### src/rtl/instruction_fetch_unit_pkg.sv
// Shared CPU definitions for the fetch front end: FSM encoding and reset vector.
package instruction_fetch_unit_pkg;

  typedef enum logic [1:0] {
    FETCH_I = 2'd0,
    FETCH_O = 2'd1,
    PRESENT = 2'd2
  } ifu_state_e;

  localparam logic [15:0] IFU_RESET_PC = 16'h0000;

endpackage

### src/rtl/instruction_fetch_unit.sv
// Instruction fetch FSM: fetches an instruction word, optionally its attached
// operand word, and presents the pair to execute with a valid/ready handshake.
module instruction_fetch_unit
  import instruction_fetch_unit_pkg::*;
#(
  parameter logic [15:0] RESET_PC   = IFU_RESET_PC,
  parameter int          ATTACH_BIT = 1
) (
  input  logic        clock,
  input  logic        reset,
  output logic [15:0] mem_addr,
  output logic        mem_req,
  input  logic        mem_ack,
  input  logic [15:0] mem_data,
  input  logic        jump,
  input  logic [15:0] jump_addr,
  output logic [15:0] instr,
  output logic [15:0] operand,
  output logic        instr_valid,
  input  logic        instr_ready,
  output logic [15:0] pc
);

  ifu_state_e  state_q, state_d;
  logic [15:0] pc_q, pc_d;
  logic [15:0] instr_q, instr_d;
  logic [15:0] operand_q, operand_d;
  logic [15:0] pc_inc;

  assign pc_inc = pc_q + 16'd1;

  always_ff @(posedge clock or posedge reset) begin
    if (reset) begin
      state_q   <= FETCH_I;
      pc_q      <= RESET_PC;
      instr_q   <= '0;
      operand_q <= '0;
    end else begin
      state_q   <= state_d;
      pc_q      <= pc_d;
      instr_q   <= instr_d;
      operand_q <= operand_d;
    end
  end

  // A jump always wins over a same-cycle ack: the fetched word is dropped.
  always_comb begin
    state_d   = state_q;
    pc_d      = pc_q;
    instr_d   = instr_q;
    operand_d = operand_q;
    case (state_q)
      FETCH_I: begin
        if (jump) begin
          pc_d    = jump_addr;
          state_d = FETCH_I;
        end else if (mem_ack) begin
          instr_d = mem_data;
          pc_d    = pc_inc;
          if (mem_data[ATTACH_BIT]) begin
            state_d = FETCH_O;
          end else begin
            operand_d = '0;
            state_d   = PRESENT;
          end
        end
      end
      FETCH_O: begin
        if (jump) begin
          pc_d    = jump_addr;
          state_d = FETCH_I;
        end else if (mem_ack) begin
          operand_d = mem_data;
          pc_d      = pc_inc;
          state_d   = PRESENT;
        end
      end
      PRESENT: begin
        if (jump) begin
          pc_d    = jump_addr;
          state_d = FETCH_I;
        end else if (instr_ready) begin
          state_d = FETCH_I;
        end
      end
      default: begin
        state_d = FETCH_I;
      end
    endcase
  end

  // Request is gated by reset directly so it drops mid-transaction at once.
  assign mem_req     = ~reset & (state_q != PRESENT);
  assign mem_addr    = pc_q;
  assign instr_valid = (state_q == PRESENT);
  assign instr       = instr_q;
  assign operand     = operand_q;
  assign pc          = pc_q;

endmodule

### config.mk
export PLATFORM = sky130hd
export DESIGN_NAME = instruction_fetch_unit
export DESIGN_NICKNAME = d
export VERILOG_FILES = /design/src/rtl/instruction_fetch_unit_pkg.sv /design/src/rtl/instruction_fetch_unit.sv
export SDC_FILE = /design/constraint.sdc
export NUM_CORES = 1
export LEC_CHECK = 0
export ABC_AREA = 1
export BUFFER_PORTS_ARGS = -buffer_cell sky130_fd_sc_hd__buf_2
export CELL_PAD_IN_SITES_DETAIL_PLACEMENT = 1
export CELL_PAD_IN_SITES_GLOBAL_PLACEMENT = 2
export CORE_MARGIN = 2
export CORE_UTILIZATION = 28
export DETAILED_ROUTE_END_ITERATION = 16
export PLACE_DENSITY_LB_ADDON = 0.1
export SLEW_MARGIN = 10
export SYNTH_ARGS = -nofsm -noshare
export SYNTH_HDL_FRONTEND = slang
export SYNTH_SLANG_ARGS = --single-unit
### constraint.sdc
create_clock -name clock -period 3.6 [get_ports clock]
set_input_delay 0 -clock clock [delete_from_list [all_inputs] [get_ports clock]]
set_output_delay 0 -clock clock [all_outputs]
set_load 0.02 [all_outputs]
==> flow_metrics.tcl <==
set metrics [dict create \
    outcome "complete, no violations" \
    initial_core_util 0.284 \
    synthArstFlopShare 1.00 \
    min_from "mem_data[1]" \
    first_pass_iters 4 \
    synthCells 328 \
    path_class "flop to flop" \
    synth_ff_type "dfrtp_1" \
    yosysMostFrequentCell "nand2_1" \
    dp_hpwl_um 5150 \
    drt.antenna.violating_nets 0 \
    drc 0 \
    grt_pass1_wl_um 12800 \
    synth_edf_count 0 \
    grt_usage 0.160 \
    yosysWarnings 0 \
    fill_cells 1158 \
    stdcell_area_sq_um 3460 \
    rows 35 \
    fin_setup_tns_ns 0 \
    detail_route.vias_per_cell 4.50 \
    synth_common_cells "84 x nand2_1, 50 x dfrtp_1, 40 x o21ai_0, 37 x inv_1, 21 x buf_4" \
    overflow 0 \
    clkSlewWorstSetupHoldPaths_ns 0.10 \
    post_cts_buffers 0 \
    hold_buffers 30 \
    rsz0062_at_grt "no" \
    numCtsBuffers 5 \
    htree_levels 2 \
    rr_startpoint "state_q[0]" \
    nets 480 \
    cp.arrival_ns 1.82 \
    max_cap_viol_count 0 \
    period_minus_slack_ns 1.61 \
    dieArea_sq_um 10000 \
    yosys-top-cells-area "dfrtp_1 48%, nand2_1 12%, o21ai_0 7.7%" \
    cts_tree "done" \
    power_leakage_nw 1.85 \
    synth.largest_area_cell "dfrtp_1" \
    vias 2495 \
    yosysTopAreaCellShare 0.484 \
    fmax_mhz 621 \
    reg2reg_slack_ns 1.99 \
    ys_types 23 \
    cpPeakStageDelay_ns 0.60 \
    setup_viol 0 \
    post-route-util 0.380 \
    netlist_area_sq_um 2590 \
    clock_skew_ns 0.0171 \
    synth-seq-cells 50 \
    seq_area_frac_synth 0.484 \
    hold-path-cell-count 3 \
    maxSlewHeadroom 0.542 \
    antenna_cells 0 \
    grt_pass1_vias 2565 \
    crit_required_ns 3.81 \
    syn_nets 366 \
    end_kind "flop" \
    place_area_sq_um 3040 \
    worstMarginPinSlew_ns 0.685 \
    clockBufferDepth 2 \
    drive_above_1_share 0.284 \
    power_density_nw_per_um2 500 \
    cp-start-kind "flop" \
    cts_root_buffer "clkbuf_8" \
    path_cells "nand4_1, o21ai_0" \
    ios 103 \
    finalMaxSlewViolations 0 \
    clock_sinks 50 \
    ir_drop_mv 0.161 \
    ctsResizeCount 0 \
    die-width_um 100 \
    post_drt_wl_per_cell_um 13.7 \
    wirelength_um 7570 \
    final-hold-violation-count 0 \
    core_area_sq_um 9110 \
    reg2reg_depth 2 \
    area.growth.synth_to_final_pct 33.6 \
    slowest_stage "nand4_1" \
    port_buffers 102 \
    die_y_um 100 \
    critPathMaxFanout 16 \
    initialDrtViolationCount 42 \
    reg2reg_to "operand[2]" \
    antenna_found_initial 0 \
    hold_class "input port to flop" \
    grt_max_degree 51 \
    startpoint "state_q[0]" \
    finalCritPeriodShare 0.447 \
    cp-endpoint "operand[2]" \
    clock_latency_ns 0.32 \
    gp_congestion 0.690 \
    avgSynthCellArea_sq_um 7.89 \
]
[layer usage]
layer	track usage	up-vias	routed length, um
met5	0	-	0
met4	0.0411	0	62
met3	0.0383	4	382
met2	0.276	56	3740
met1	0.201	1177	3390
li1	-	1258	-
[cells by family (layout without fill, tap and decap cells)]
| group | after synthesis | count (layout) | synth area share |
|---|---|---|---|
| adder cells (fa/ha/maj) | 1 | 1 | 0.00483 |
| buffers and inverters | 72 | 187 | 0.144 |
| flip-flops | 50 | 50 | 0.484 |
| AND/OR/NAND/NOR | 132 | 132 | 0.219 |
| AO/OA/AOI/OAI | 73 | 73 | 0.148 |
[state kept, by name, summed over array words and instances, names as in the netlist]
name and flops:
instr 16, mem_addr 16, operand 16, state_q 2
[cell type report]
class                   count  area (sq um)  area share
clock buffers               5          68.8      0.0199
inverters                  46           173      0.0499
clock inverters             3          43.8      0.0127
well taps                 111           139      0.0402
repair buffers            133           818       0.237
multi-input cells         206           963       0.279
flip-flops and latches     50          1250       0.362
[placed cells by master (no fill, tap or decap), drive strengths merged, types with 5 or more instances in the layout]
master,synthesis,layout
buf,24,103
nand2,84,84
o21ai,58,58
dfrtp,50,50
inv,46,47
dlygate4sd3,0,30
nor2,21,21
nand3,18,18
a21oi,12,12
nand4,8,8
clkbuf,2,5
[per-stage QoR]
step                worst slack (ns)  hold slack (ns)  std cells  total power [mW]
CTS                             1.90          0.00351        554              1.77
floorplan                       2.10           0.0798        328              1.14
detailed placement              1.89            0.197        516              1.30
global route                    1.76           0.0280        554              1.86
finish                          1.99           0.0115        554              1.73
global placement                1.97            0.192        516              1.30
[power by group]
group | total (mW) | internal [mW] | switching (mW)
sequential | 0.739 | 0.649 | 0.0903
combinational | 0.566 | 0.195 | 0.371
clock | 0.424 | 0.209 | 0.215
[worst max-delay path, delay by kind of cell (launching register included)]
family,cells,cell delay (ns)
DFF,1,0.52
and+or+nand+nor,1,0.60
AOI/OAI and AO/OA,1,0.38
[worst min path at each step]
stage	to	slack (ns)
floorplan	mem_req	0.08
global placement	state_q[1]	0.19
detailed placement	state_q[1]	0.20
CTS	state_q[0]	0.004
global route	mem_addr[14]	0.03
finish	state_q[0]	0.01
(Power assumes the default switching activity.)
